`src/rtl/instr_cache_pkg.sv`:
```
// Shared sizing constants and fill-state encoding for the instruction-cache fill path.
package instr_cache_pkg;
   localparam int MEM_WIDTH      = 8;
   localparam int INSTR_WIDTH    = 32;
   localparam int CACHE_SIZE     = 256;
   localparam int CNT_WIDTH      = 16;
   localparam int BYTES_PER_WORD = INSTR_WIDTH / MEM_WIDTH;
   localparam int CACHE_BYTES    = BYTES_PER_WORD * CACHE_SIZE;
   localparam int CACHE_ADDR_W   = $clog2(CACHE_BYTES);
   localparam int WORD_OFS_W     = $clog2(BYTES_PER_WORD);

   typedef enum logic [1:0] {
      IDLE = 2'd0,
      FILL = 2'd1,
      DONE = 2'd2
   } fill_state_e;
endpackage

```
`src/rtl/byte_packer.sv`:
```
// Packs accepted stream bytes little-endian into instruction words; flags the word on its last byte.
module byte_packer
   import instr_cache_pkg::*;
(
   input  logic                   clk,
   input  logic                   rst,
   input  logic                   clear,
   input  logic                   byte_valid,
   input  logic [MEM_WIDTH-1:0]   byte_data,
   output logic                   word_valid,
   output logic [INSTR_WIDTH-1:0] word
);
   localparam int LANES_W = INSTR_WIDTH - MEM_WIDTH;

   logic [WORD_OFS_W-1:0] byte_idx_q, byte_idx_d;
   logic [LANES_W-1:0]    lanes_q, lanes_d;
   logic                  last_lane;

   // Earlier bytes shift down so the oldest ends up in the low lane.
   always_comb begin
      last_lane  = (byte_idx_q == WORD_OFS_W'(BYTES_PER_WORD - 1));
      byte_idx_d = byte_idx_q;
      lanes_d    = lanes_q;
      if (clear) begin
         byte_idx_d = '0;
      end else if (byte_valid) begin
         byte_idx_d = last_lane ? '0 : byte_idx_q + WORD_OFS_W'(1);
         lanes_d    = {byte_data, lanes_q[LANES_W-1:MEM_WIDTH]};
      end
   end

   assign word_valid = byte_valid && !clear && last_lane;
   assign word       = {byte_data, lanes_q};

   always_ff @(posedge clk or posedge rst) begin
      if (rst) begin
         byte_idx_q <= '0;
         lanes_q    <= '0;
      end else begin
         byte_idx_q <= byte_idx_d;
         lanes_q    <= lanes_d;
      end
   end
endmodule

```
`src/rtl/instr_cache_fill.sv`:
```
// Streams bytes into the instruction cache as packed words at a running, wrapping byte address.
// Optional running word checksum enabled by defining INSTR_FILL_CHECKSUM_EN.
//
// state | meaning
// IDLE  | waiting for start
// FILL  | accepting bytes, one cache write per packed word
// DONE  | one-cycle completion pulse, then back to IDLE
module instr_cache_fill
   import instr_cache_pkg::*;
(
   input  logic                   clk,
   input  logic                   rst,
   input  logic                   start,
   input  logic [INSTR_WIDTH-1:0] baseAddr,
   input  logic [CNT_WIDTH-1:0]   wordCount,
   input  logic                   abort,
   input  logic [MEM_WIDTH-1:0]   memData,
   input  logic                   memValid,
   output logic                   memReady,
   output logic                   wrEn,
   output logic [INSTR_WIDTH-1:0] wrAddr,
   output logic [INSTR_WIDTH-1:0] wrData,
   output logic                   busy,
   output logic                   done,
   output logic [INSTR_WIDTH-1:0] checksum
);
   fill_state_e             state_q, state_d;
   logic [CACHE_ADDR_W-1:0] addr_q, addr_d;
   logic [CNT_WIDTH-1:0]    remaining_q, remaining_d;
   logic                    wr_en_q, wr_en_d;
   logic [INSTR_WIDTH-1:0]  wr_addr_q, wr_addr_d;
   logic [INSTR_WIDTH-1:0]  wr_data_q, wr_data_d;
   logic                    busy_q, busy_d;
   logic                    done_q, done_d;
   logic                    pack_clear;
   logic                    word_valid;
   logic [INSTR_WIDTH-1:0]  word;
   logic                    unused_base_bits;

   // Only the in-cache, word-aligned address bits matter.
   assign unused_base_bits = ^{baseAddr[INSTR_WIDTH-1:CACHE_ADDR_W], baseAddr[WORD_OFS_W-1:0]};

   assign memReady = (state_q == FILL);

   byte_packer u_packer (
      .clk        (clk),
      .rst        (rst),
      .clear      (pack_clear),
      .byte_valid (memValid && memReady),
      .byte_data  (memData),
      .word_valid (word_valid),
      .word       (word)
   );

   always_comb begin
      state_d     = state_q;
      addr_d      = addr_q;
      remaining_d = remaining_q;
      wr_en_d     = 1'b0;
      wr_addr_d   = wr_addr_q;
      wr_data_d   = wr_data_q;
      pack_clear  = 1'b0;
      case (state_q)
         IDLE: begin
            if (start) begin
               pack_clear = 1'b1;
               if (wordCount != '0) begin
                  addr_d      = {baseAddr[CACHE_ADDR_W-1:WORD_OFS_W], WORD_OFS_W'(0)};
                  remaining_d = wordCount;
                  state_d     = FILL;
               end else begin
                  state_d = DONE;
               end
            end
         end
         FILL: begin
            // Abort takes priority over a word completing in the same cycle.
            if (abort) begin
               pack_clear = 1'b1;
               state_d    = IDLE;
            end else if (word_valid) begin
               wr_en_d     = 1'b1;
               wr_addr_d   = INSTR_WIDTH'(addr_q);
               wr_data_d   = word;
               addr_d      = addr_q + CACHE_ADDR_W'(BYTES_PER_WORD);
               remaining_d = remaining_q - CNT_WIDTH'(1);
               if (remaining_q == CNT_WIDTH'(1)) state_d = DONE;
            end
         end
         DONE:    state_d = IDLE;
         default: state_d = IDLE;
      endcase
      busy_d = (state_d != IDLE);
      done_d = (state_d == DONE);
   end

   always_ff @(posedge clk or posedge rst) begin
      if (rst) begin
         state_q     <= IDLE;
         addr_q      <= '0;
         remaining_q <= '0;
         wr_en_q     <= 1'b0;
         wr_addr_q   <= '0;
         wr_data_q   <= '0;
         busy_q      <= 1'b0;
         done_q      <= 1'b0;
      end else begin
         state_q     <= state_d;
         addr_q      <= addr_d;
         remaining_q <= remaining_d;
         wr_en_q     <= wr_en_d;
         wr_addr_q   <= wr_addr_d;
         wr_data_q   <= wr_data_d;
         busy_q      <= busy_d;
         done_q      <= done_d;
      end
   end

   assign wrEn   = wr_en_q;
   assign wrAddr = wr_addr_q;
   assign wrData = wr_data_q;
   assign busy   = busy_q;
   assign done   = done_q;

`ifdef INSTR_FILL_CHECKSUM_EN
   logic [INSTR_WIDTH-1:0] checksum_q, checksum_d;

   always_comb begin
      checksum_d = checksum_q;
      if (state_q == IDLE && start) checksum_d = '0;
      else if (wr_en_d)             checksum_d = checksum_q + wr_data_d;
   end

   always_ff @(posedge clk or posedge rst) begin
      if (rst) checksum_q <= '0;
      else     checksum_q <= checksum_d;
   end

   assign checksum = checksum_q;
`else
   assign checksum = '0;
`endif
endmodule

```
`config.mk`:
```
export PLATFORM = sky130hd
export DESIGN_NAME = instr_cache_fill
export DESIGN_NICKNAME = d
export VERILOG_FILES = /design/src/rtl/instr_cache_pkg.sv /design/src/rtl/byte_packer.sv /design/src/rtl/instr_cache_fill.sv
export SDC_FILE = /design/constraint.sdc
export NUM_CORES = 1
export LEC_CHECK = 0
export ABC_AREA = 0
export CAP_MARGIN = 10
export CORE_ASPECT_RATIO = 0.7
export CORE_MARGIN = 2
export CORE_UTILIZATION = 46
export DETAILED_ROUTE_END_ITERATION = 10
export DONT_BUFFER_PORTS = 1
export HOLD_SLACK_MARGIN = 0.02
export PLACE_DENSITY_LB_ADDON = 0.05
export REMOVE_ABC_BUFFERS = 1
export SLEW_MARGIN = 40
export SYNTH_ARGS = -nofsm -noshare
export SYNTH_HDL_FRONTEND = slang
export SYNTH_HIERARCHICAL = 1
export SYNTH_SLANG_ARGS = --single-unit
```
`constraint.sdc`:
```
create_clock -name clk -period 3.91 [get_ports clk]
set_input_delay 0.5865 -clock clk [delete_from_list [all_inputs] [get_ports clk]]
set_output_delay 0.5865 -clock clk [all_outputs]
set_load 0.05 [all_outputs]
```
After elaboration in Yosys (flattened, before gate mapping) --
Index checks and enable logic that the tools add are counted.
Cells by class: mux-type cells 25, equal/unequal tests 8, reductions and logical operators 12, bitwise logic cells 2, add/subtract/negate cells 3
Operators with widths (number):
- 2-to-1 mux 16 bit | 4
- 2-to-1 mux 10 bit | 4
- one-hot mux 16 bit (2 select lines) | 1
- one-hot mux 10 bit (2 select lines) | 1
- == test 16 x 1 -> 1 bit (second input constant) | 1
- 2-to-1 mux 2 bit | 8
- nonzero test 16 bit | 1
- subtractor 16 x 1 -> 16 bit (second input constant) | 1
- adder 10 x 3 -> 10 bit (second input constant) | 1
- != test 2 bit (second input constant) | 3
- nonzero test 2 bit | 3
- 2-to-1 mux 1 bit | 5
- AND reduction 5 bit | 1
- == test 2 bit (second input constant) | 2
- one-hot mux 2 bit (2 select lines) | 1
- logical AND 1 bit | 3
- AND reduction 3 bit | 1
- adder 2 x 1 -> 2 bit (second input constant) | 1
- == test 2 x 1 -> 1 bit (second input constant) | 1
- logical NOT 2 bit | 1
- != test 2 x 1 -> 1 bit (second input constant) | 1
- inverter 1 bit | 2
- one-hot mux 1 bit (2 select lines) | 1
- AND reduction 2 bit | 1
- logical NOT 1 bit | 1
Word-level totals: word-level logic and storage cells 60, register bits 99, input bits 61, output and inout bits 100

Longest topological paths before layout --
Gate-level depths: netlist of the first run.
depth in word-level cells 9, gate-level depth with buffers 16, gate-level depth less buffers 10

By module --
The synthesis of the first run kept the hierarchy.
Modules (own cells, without submodules):
- instr_cache_fill | area each 3833.7 sq um, times used 1, cells an instance 447, sequential area each 1726.7 sq um
- byte_packer | area each 1173.6 sq um, times used 1, cells an instance 70, sequential area each 650.6 sq um

Worst setup path after synthesis of the first run --
OpenSTA, ideal clock, no wires.
path kind register to register, from register state_q[1], to register done_q (netlist: done), buffers on the path 5, data required time 3.841 ns, library setup time 0.069 ns, path slack 0.780 ns, arrival time 3.060 ns, stages on the path, launching flop included 15, cell sequence dfrtp_1 nand2b_1 clkbuf_1 inv_2 clkbuf_1 buf_2 and2_1 nor2b_4 buf_6 buf_12 and2_1 nand2_1 or4_1 nor3_1 a32o_1
On the way: word-level cells in the longest chain between the ends 9
Ends and longest elaborated chain:
- start, declared | RTL line instr_cache_fill.sv:27 | fill_state_e state_q, state_d;
- start signal, assigned | RTL line instr_cache_fill.sv:108 | state_q <= state_d;
- == test 2 x 1 -> 1 bit (*) | RTL line instr_cache_fill.sv:43 | assign memReady = (state_q == FILL);
- named net memReady | RTL line instr_cache_fill.sv:19 | output logic memReady,
- one-hot mux 1 bit (2 select lines) | RTL line instr_cache_fill.sv:63 | case (state_q)
- logical NOT 1 bit | RTL line byte_packer.sv:32 | assign word_valid = byte_valid && !clear && last_lane;
- logical AND 1 bit (*) (2 in series) | RTL line byte_packer.sv:32
- named net word_valid | RTL line instr_cache_fill.sv:36 | logic word_valid;
- 2-to-1 mux 2 bit (*) | RTL line instr_cache_fill.sv:81 | end else if (word_valid) begin
- 2-to-1 mux 2 bit (*) | RTL line instr_cache_fill.sv:78 | if (abort) begin
- one-hot mux 2 bit (2 select lines) (*) | RTL line instr_cache_fill.sv:63
- == test 2 bit (*) | RTL line instr_cache_fill.sv:94 | done_d = (state_d == DONE);
- named net done_d | RTL line instr_cache_fill.sv:34 | logic done_q, done_d;
- end signal, assigned | RTL line instr_cache_fill.sv:115 | done_q <= done_d;
- end, declared | RTL line instr_cache_fill.sv:34
Mark *: on every way through the listed nets, which the timed path passes. The rest lies on a longest branch. A chain may end at the register's enable or synchronous reset.

Worst setup path after layout of the first run --
from register state_q[0], to register remaining_q[8]
On the way: word-level cells in the longest chain between the ends 7
Ends and longest elaborated chain:
- == test 2 x 1 -> 1 bit / logical NOT 2 bit (equally long branches) | RTL line instr_cache_fill.sv:63
- one-hot mux 1 bit (2 select lines) (*) | RTL line instr_cache_fill.sv:63
- named net pack_clear | RTL line instr_cache_fill.sv:35 | logic pack_clear;
- logical NOT 1 bit (*) | RTL line byte_packer.sv:32
- logical AND 1 bit (*) (2 in series) | RTL line byte_packer.sv:32
- named net word_valid | RTL line instr_cache_fill.sv:36
- != test 2 x 1 -> 1 bit (no line) (*)
- AND reduction 5 bit (no line) (*)
- end signal, assigned | RTL line instr_cache_fill.sv:110 | remaining_q <= remaining_d;
- end, declared | RTL line instr_cache_fill.sv:29 | logic [CNT_WIDTH-1:0] remaining_q, remaining_d;
Marked as above.

==> summary.txt, run 1 <==
Critical path type: reg -> reg
DR vias: 3433
Final WL: 10.85 mm
Syn Inst Count: 517
Antenna violations before repair: 1
Remaining Overflow, GRT: 0
CP endpoint kind: flop
Ys Warns: 6
RSZ-0062 raised after global routing: false
Hold Vio Cnt, Final: 0
Worst Clk Skew: 0.003524 ns
Buffers on Ports: 0
Pwr dens: 601.5 mW/mm²
FF+latch count, synth: 95
Power, Total: 3075 µW
Minimum clock period: 2.586 ns
Post_cts resized: 0
Initial Util: 0.4781
Max Cap Viol: 0
Number of CTS-inserted buffers: 9
Slowest CP cell: dfrtp_1
WP data required: 4.19 ns
Max transition margin: 0.4931
CP Max Fanout: 46
Ys flop type: dfrtp_1
Number of global-route vias before repair: 3336
Peak VDD IR: 273.7 µV
Final TNS setup: 0 ns
Synth-to-Final Area Change: 2.099%
CTS tree: built
Async SR Flop Fraction: 1.000
Netlist Area Pre-Place: 0.005007 mm²
Synth area leaders: dfrtp_1 (47%), nand2_1 (11%), buf_4 (9.6%)
Die height: 91.29 µm
GRT Total Usage: 0.1920
Max-slew violations: 0
Final worst-path cycle share: 0.6614
Slowest stage delay, CP: 0.44 ns
Lkg Pwr: 0.002458 µW
HPWL after DPL: 7.202 mm
CTS sink count: 95
Core Area: 0.01047 mm²
GP Congestion: 0.8568
Initial DRC count: 271
# H-tree levels: 3
Pre-CTS setup slack: 1.242 ns
Clock root buffer: clkbuf_16
Status: finished, final reports clean
Crit path cell chain: nor2_1 -> nand2_1 -> o21ai_0 -> nor2b_4 -> and2_1 -> nand3_2 -> inv_2 -> buf_4 -> nor2_1 -> a221oi_2 -> o22a_1
Maximum buffer depth of the clock tree: 2
Min-delay worst type: in -> async
Maximum clock rate: 0.3867 GHz
CP most frequent cell: nor2_1
Cell Count Post-Placement: 621
Post-route ant nets: 0
CTS clk-pin slew, worst paths: 0.07 ns
Ports: 161
FP Rows: 31
Hold-fix buffers, CTS: 0
Ratio of cells with drive above 1 in the final layout: 0.1287
Crit path DAT: 2.87 ns
Vias per Instance: 5.381
Final setup viols: 0
Synth cell types: 56
Skew-Pair Late Insertion Delay: 0.34 ns
Critical path startpoint category: flop
Sequential-to-total area share from yosys stat: 0.4748
Largest net degree at the start of global routing: 61
Post-CTS setup buffers: 0
Routed WL per cell: 17.01 µm
Drt first pass iters: 5
Post-synth EDFFs: 0
Global-route wire length before repair: 17.64 mm
Die area: 0.01175 mm²
Yosys top cell area share: 0.4748
Post-route DRC violation count: 0
Die Span X: 128.7 µm
Worst-margin pin slew: 0.7595 ns
Top cell type by total area after synthesis: dfrtp_1
# nets final: 565
Final setup margin: 1.324 ns
Non-Filler Instances: 638
Average size of a mapped cell: 9.685 µm²
-- per-stage QoR --
| step | util | area [µm²] | hold WS [ns] |
|---|---|---|---|
| 6_report | 0.4882 | 5112 | 0.07575 |
| 5_1_grt | 0.4879 | 5110 | 0.09465 |
| 4_1_cts | 0.4875 | 5105 | 0.07494 |
| 3_5_place_dp | 0.4584 | 4801 | 0.4510 |
| 3_3_place_gp | 0.4582 | 4798 | 0.4510 |
| 2_1_floorplan | - | 4573 | 0.4389 |
-- final cells by class --
cell class | instances | area [µm²]
antenna | 1 | 2.502
clock buffer | 9 | 225.2
clock inverter | 7 | 78.83
fill | 1002 | 5360
inverter | 9 | 33.78
multi-input combinational | 377 | 2170
sequential | 95 | 2377
tap | 132 | 165.2
timing repair buffer | 8 | 60.06
-- report_power, final --
group / leakage, µW / switching (µW) / total (µW) / internal, µW
clock network: 0.000144 / 392 / 896 / 504
registers: 0.00121 / 276 / 1480 / 1210
logic: 0.00110 / 383 / 696 / 313
-- flip-flops by register name (all words and copies together), names as in the netlist --
register and cells:
wrEn 1, busy 1, addr_q 8, remaining_q 16, done 1, u_packer/lanes_q 24
u_packer/byte_idx_q 2, wrAddr 8, wrData 32, state_q 2
-- logic make-up (layout without fill, tap and decap cells) --
| group | Yosys count | after routing | synth area share |
|---|---|---|---|
| flip-flops | 95 | 95 | 0.4748 |
| multiplexers | 27 | 27 | 0.07446 |
| buffers and inverters | 100 | 33 | 0.1347 |
| AO/OA/AOI/OAI | 63 | 63 | 0.1012 |
| adder cells (fa/ha/maj) | 4 | 4 | 0.009995 |
| other | 1 | 57 | 0.0007489 |
| AND/OR/NAND/NOR | 227 | 227 | 0.2041 |
-- layout by cell type, fill, tap and decap left out, drive strengths merged, types with 7 or more instances in the layout --
cell type / instances
a21oi: 10
buf: 8
clkbuf: 9
conb: 56
dfrtp: 95
inv: 12
mux2: 25
nand2: 148
nand3: 14
nand4: 8
nor2: 18
nor3: 7
nor4: 11
o211ai: 8
o221ai: 15
-- metal layers --
metal | up-vias | part of all wire | wire length, µm | global-route usage
met5 | - | 0 | 0 | 0
met4 | 0 | 0.0079 | 86 | 0.04982
met3 | 8 | 0.084 | 912 | 0.06777
met2 | 120 | 0.42 | 4545 | 0.2654
met1 | 1667 | 0.49 | 5306 | 0.2844
li1 | 1638 | - | - | -
-- critical path: cells and delay by family (launching register included) --
kind / cells / cell delay [ns]
compound gates: 3 / 0.68
simple gates: 6 / 0.86
buf+inv: 2 / 0.51
flops: 1 / 0.44
-- path summary, 6_finish.rpt --
check / start / slack (ns) / depth (start not counted) / endpoint
worst max-delay path: state_q[0] / 1.32 / 11 / remaining_q[8]
worst min-delay path: rst / 0.08 / 1 / wrAddr[4]
worst max register to register: state_q[0] / 1.32 / 11 / remaining_q[8]
worst min register to register: u_packer/lanes_q[0] / 0.48 / 2 / wrData[0]
max in group asynchronous: rst / 3.13 / 2 / remaining_q[11]
min in group clk: abort / 0.34 / 1 / state_q[0]
-- synth_stat cells (2+ instances only) --
cell type and count:
nand2b_1 3, or4_1 2, a221oi_2 2, o21ai_0 3, clkbuf_1 13, mux2i_1 2, o311ai_0 2, or3b_1 2
dfrtp_1 95, a221oi_1 2, buf_12 2, a32o_1 2, and4_1 2, nand3b_1 2, and2_1 3, inv_2 2
or3_1 2, nor3_1 7, nand4_1 8, inv_1 7, buf_6 2, nand3_1 13, nor2_1 18, nor4_1 10
o221ai_1 15, a22oi_1 2, ha_1 4, o31a_1 5, nand2_1 148, nor3b_1 2, a21oi_1 9, buf_4 64
mux2_2 6, o211ai_1 8, mux2_4 19, buf_2 9
(Power assumes the default switching activity.)
==> run 2: changes to the inputs <==
clock period = 2.1 ns   (was 3.91 ns; I/O delays follow)
==> run 2 against run 1 <==
Against the previous run: sequential cell count unchanged; die area unchanged; core utilization grew 2.5 points; final cell count rose by 4.4%; sequential power is 84% higher; register-to-register slack got worse by 1.2 ns; clock skew is 0.0028 ns higher; clock power is 77% higher; clock-buffer cell count is the same; first-iteration DRC count is 7.4% lower; wire length increased by 1.9%.
==> summary.txt, run 2 (synthesis results as in run 1) <==
Status: finished, final reports clean
Sw Ratio: 0.3493 (+0.007294)
Buffers on Ports: 0 (unchanged)
End of the critical path: done
Core Area: 0.01047 mm² (unchanged)
GP Congestion: 0.8681 (+1.3%)
Routed WL per cell: 16.61 µm (-2.4%)
Reg2reg setup slack: 0.1 ns (-1.23 ns)
Maximum buffer depth of the clock tree: 2 (unchanged)
Max Cap Viol: 0 (unchanged)
FP Rows: 31 (unchanged)
Power share of the clock group: 0.277 (-0.014)
Power, Total: 5754 µW (+87%)
Minimum clock period: 2.004 ns (-0.5823 ns)
Antenna violations before repair: 1 (unchanged)
Largest net degree at the start of global routing: 40 (-34%)
Vias per Instance: 5.287 (-1.7%)
Int Pwr: 3744 µW (+85%)
Comb pwr share: 0.249 (+0.023)
# nets final: 593 (+5.0%)
Peak VDD IR: 400.0 µV (+46%)
CP delay by family, top: simple AND/OR/NAND/NOR gates
Lkg Pwr: 0.002625 µW (+6.8%)
CTS tree: built
CTS clk-pin slew, worst paths: 0.07 ns (about the same)
Non-Filler Instances: 666 (+4.4%)
Crit path cell chain: nand2b_4 -> inv_2 -> and2_1 -> nor2b_4 -> and2_4 -> nand2_1 -> or4_4 -> nor3_4 -> a32o_1
Final WL: 11.06 mm (+1.9%)
Drt first pass iters: 4 (-1)
Die height: 91.29 µm (unchanged)
Hold Vio Cnt, Final: 0 (unchanged)
Crit path DAT: 2.29 ns (-0.58 ns)
Ratio of cells with drive above 1 in the final layout: 0.1782 (+0.04952)
# H-tree levels: 3 (unchanged)
Pwr dens: 1071 mW/mm² (+78%)
DR vias: 3521 (+2.6%)
Global-route wire length before repair: 17.90 mm (+1.4%)
Post-route ant nets: 0 (unchanged)
CP Max Fanout: 3 (-93%)
Crit path depth: 9 (-2)
CP endpoint kind: flop
Final setup viols: 0 (unchanged)
CP Buf/Inv Count: 1 (-1)
Switching power total: 2010 µW (+91%)
Worst Clk Skew: 0.006372 ns (+0.002849 ns)
Final worst-path cycle share: 0.9542 (+0.2928)
Post-CTS setup buffers: 0 (unchanged)
Commonest cells after routing, fill and taps aside: nand2_1 (148), dfrtp_1 (95), conb_1 (56)
Fin util: 0.5130 (+0.02485)
FILL cells: 941 (-6.1%)
Path depth of the worst reg2reg path: 9 (-2)
Slowest CP cell: or4_4
Min-delay worst type: in -> reg
Slowest stage delay, CP: 0.44 ns (about the same)
Number of global-route vias before repair: 3391 (+1.6%)
Die Span X: 128.7 µm (unchanged)
Initial Util: 0.4781 (unchanged)
Critical path type: reg -> reg
Post-route DRC violation count: 0 (unchanged)
Clock root buffer: clkbuf_16
RSZ-0062 raised after global routing: true
Commonest non-fill, non-tap cell in the layout: nand2_1
Sequential Power Share: 0.473 (-0.009)
Die area: 0.01175 mm² (unchanged)
Worst-margin pin slew: 0.5144 ns (-0.2451 ns)
Maximum clock rate: 0.4990 GHz (+29%)
Ports: 161 (unchanged)
Number of CTS-inserted buffers: 9 (unchanged)
CTS sink count: 95 (unchanged)
Max reg flops: 32 (unchanged)
RR Endpoint: done
Critical path startpoint category: flop
GRT Total Usage: 0.1935 (+0.001509)
Max transition margin: 0.6570 (+0.1639)
Remaining Overflow, GRT: 0 (unchanged)
Cell Count Post-Placement: 648 (+4.3%)
Skew-Pair Late Insertion Delay: 0.35 ns (about the same)
HPWL after DPL: 7.748 mm (+7.6%)
Synth-to-Final Area Change: 7.296%
Max-slew violations: 0 (unchanged)
Initial DRC count: 251 (-7.4%)
Beginning of the worst register-to-register path: state_q[1]
CP startpoint: state_q[1]
WP data required: 2.39 ns (-1.80 ns)
-- run 2: cell types whose count changed in the layout (fill, tap and decap cells not counted), sizes merged --
cell / delta
bufinv: -1
buf: +27
clkinv: +2
clkinvlp: -1
dlygate4sd3: +1
-- run 2: what timing repair did --
action / 4_1_cts / 5_1_grt
endpoints found under the setup margin: 4 / 13
hold endpoints to repair: 46 / 0
gates resized for setup: 2 / 6
pin swaps: 0 / 1
hold buffers: 1 / 0
-- run 2: worst reg2reg max path: stages, from the launching register on --
cell and delay [ns]:
dfrtp_1 0.39, nand2b_4 0.16, inv_2 0.05, and2_1 0.14, nor2b_4 0.15, and2_4 0.16, nand2_1 0.04, or4_4 0.44
nor3_4 0.24, a32o_1 0.19
-- run 2: final cells by class --
class                   count  area (µm²)  share of cell area
clock inverters             7       65.06             0.01211
clock buffers               9       225.2             0.04192
repair buffers             36       310.3             0.05776
inverters                   9       33.78            0.006288
multi-input cells         377        2193              0.4082
flip-flops and latches     95        2377              0.4425
diodes                      1       2.502           0.0004658
well taps                 132       165.2             0.03074
-- run 2: metrics by stage --
step	hold WS, ns	cell area (µm²)	setup TNS (ns)	setup slack [ns]
floorplan	0.3550	4573	-185.06	-2.687
global placement	0.2511	5039	0	0.01402
detailed placement	0.2604	5039	-0.06340	-0.03463
CTS	0.05275	5344	0	0.03487
global route	0.04962	5370	-0.05720	-0.02106
finish	0.06369	5373	0	0.09610
-- run 2: how the worst min path moves through the flow --
stage | from | end | slack [ns] | cells after the start
2_1_floorplan | rst | u_packer/byte_idx_q[0] | 0.36 | 1
3_3_place_gp | rst | wrData[0] | 0.25 | 1
3_5_place_dp | rst | wrData[0] | 0.26 | 1
4_1_cts | abort | state_q[0] | 0.05 | 1
5_1_grt | abort | state_q[0] | 0.05 | 1
6_report | abort | state_q[0] | 0.06 | 1
-- run 2: layer usage --
layer / GRT usage / vias to the layer above / part of all wire
met5: 0 / - / 0
met4: 0.03986 / 0 / 0.0052
met3: 0.06070 / 9 / 0.081
met2: 0.2703 / 130 / 0.42
met1: 0.2936 / 1690 / 0.50
li1: - / 1692 / -
-- run 2: power by group through the flow --
stage | Combinational (µW) | Sequential [µW] | Clock [µW]
after floorplan | 1120 | 2660 | 0
after global placement | 1400 | 2740 | 0
after detailed placement | 1430 | 2740 | 0
after CTS | 1430 | 2710 | 1650
after global routing | 1570 | 2810 | 1710
final | 1430 | 2720 | 1590
==> run 3: changes to the inputs <==
CTS_CLUSTER_DIAMETER = 100   (was unset)
==> results of run 3 <==
No change in the layout: final DEF, timing and power equal those of run 2.
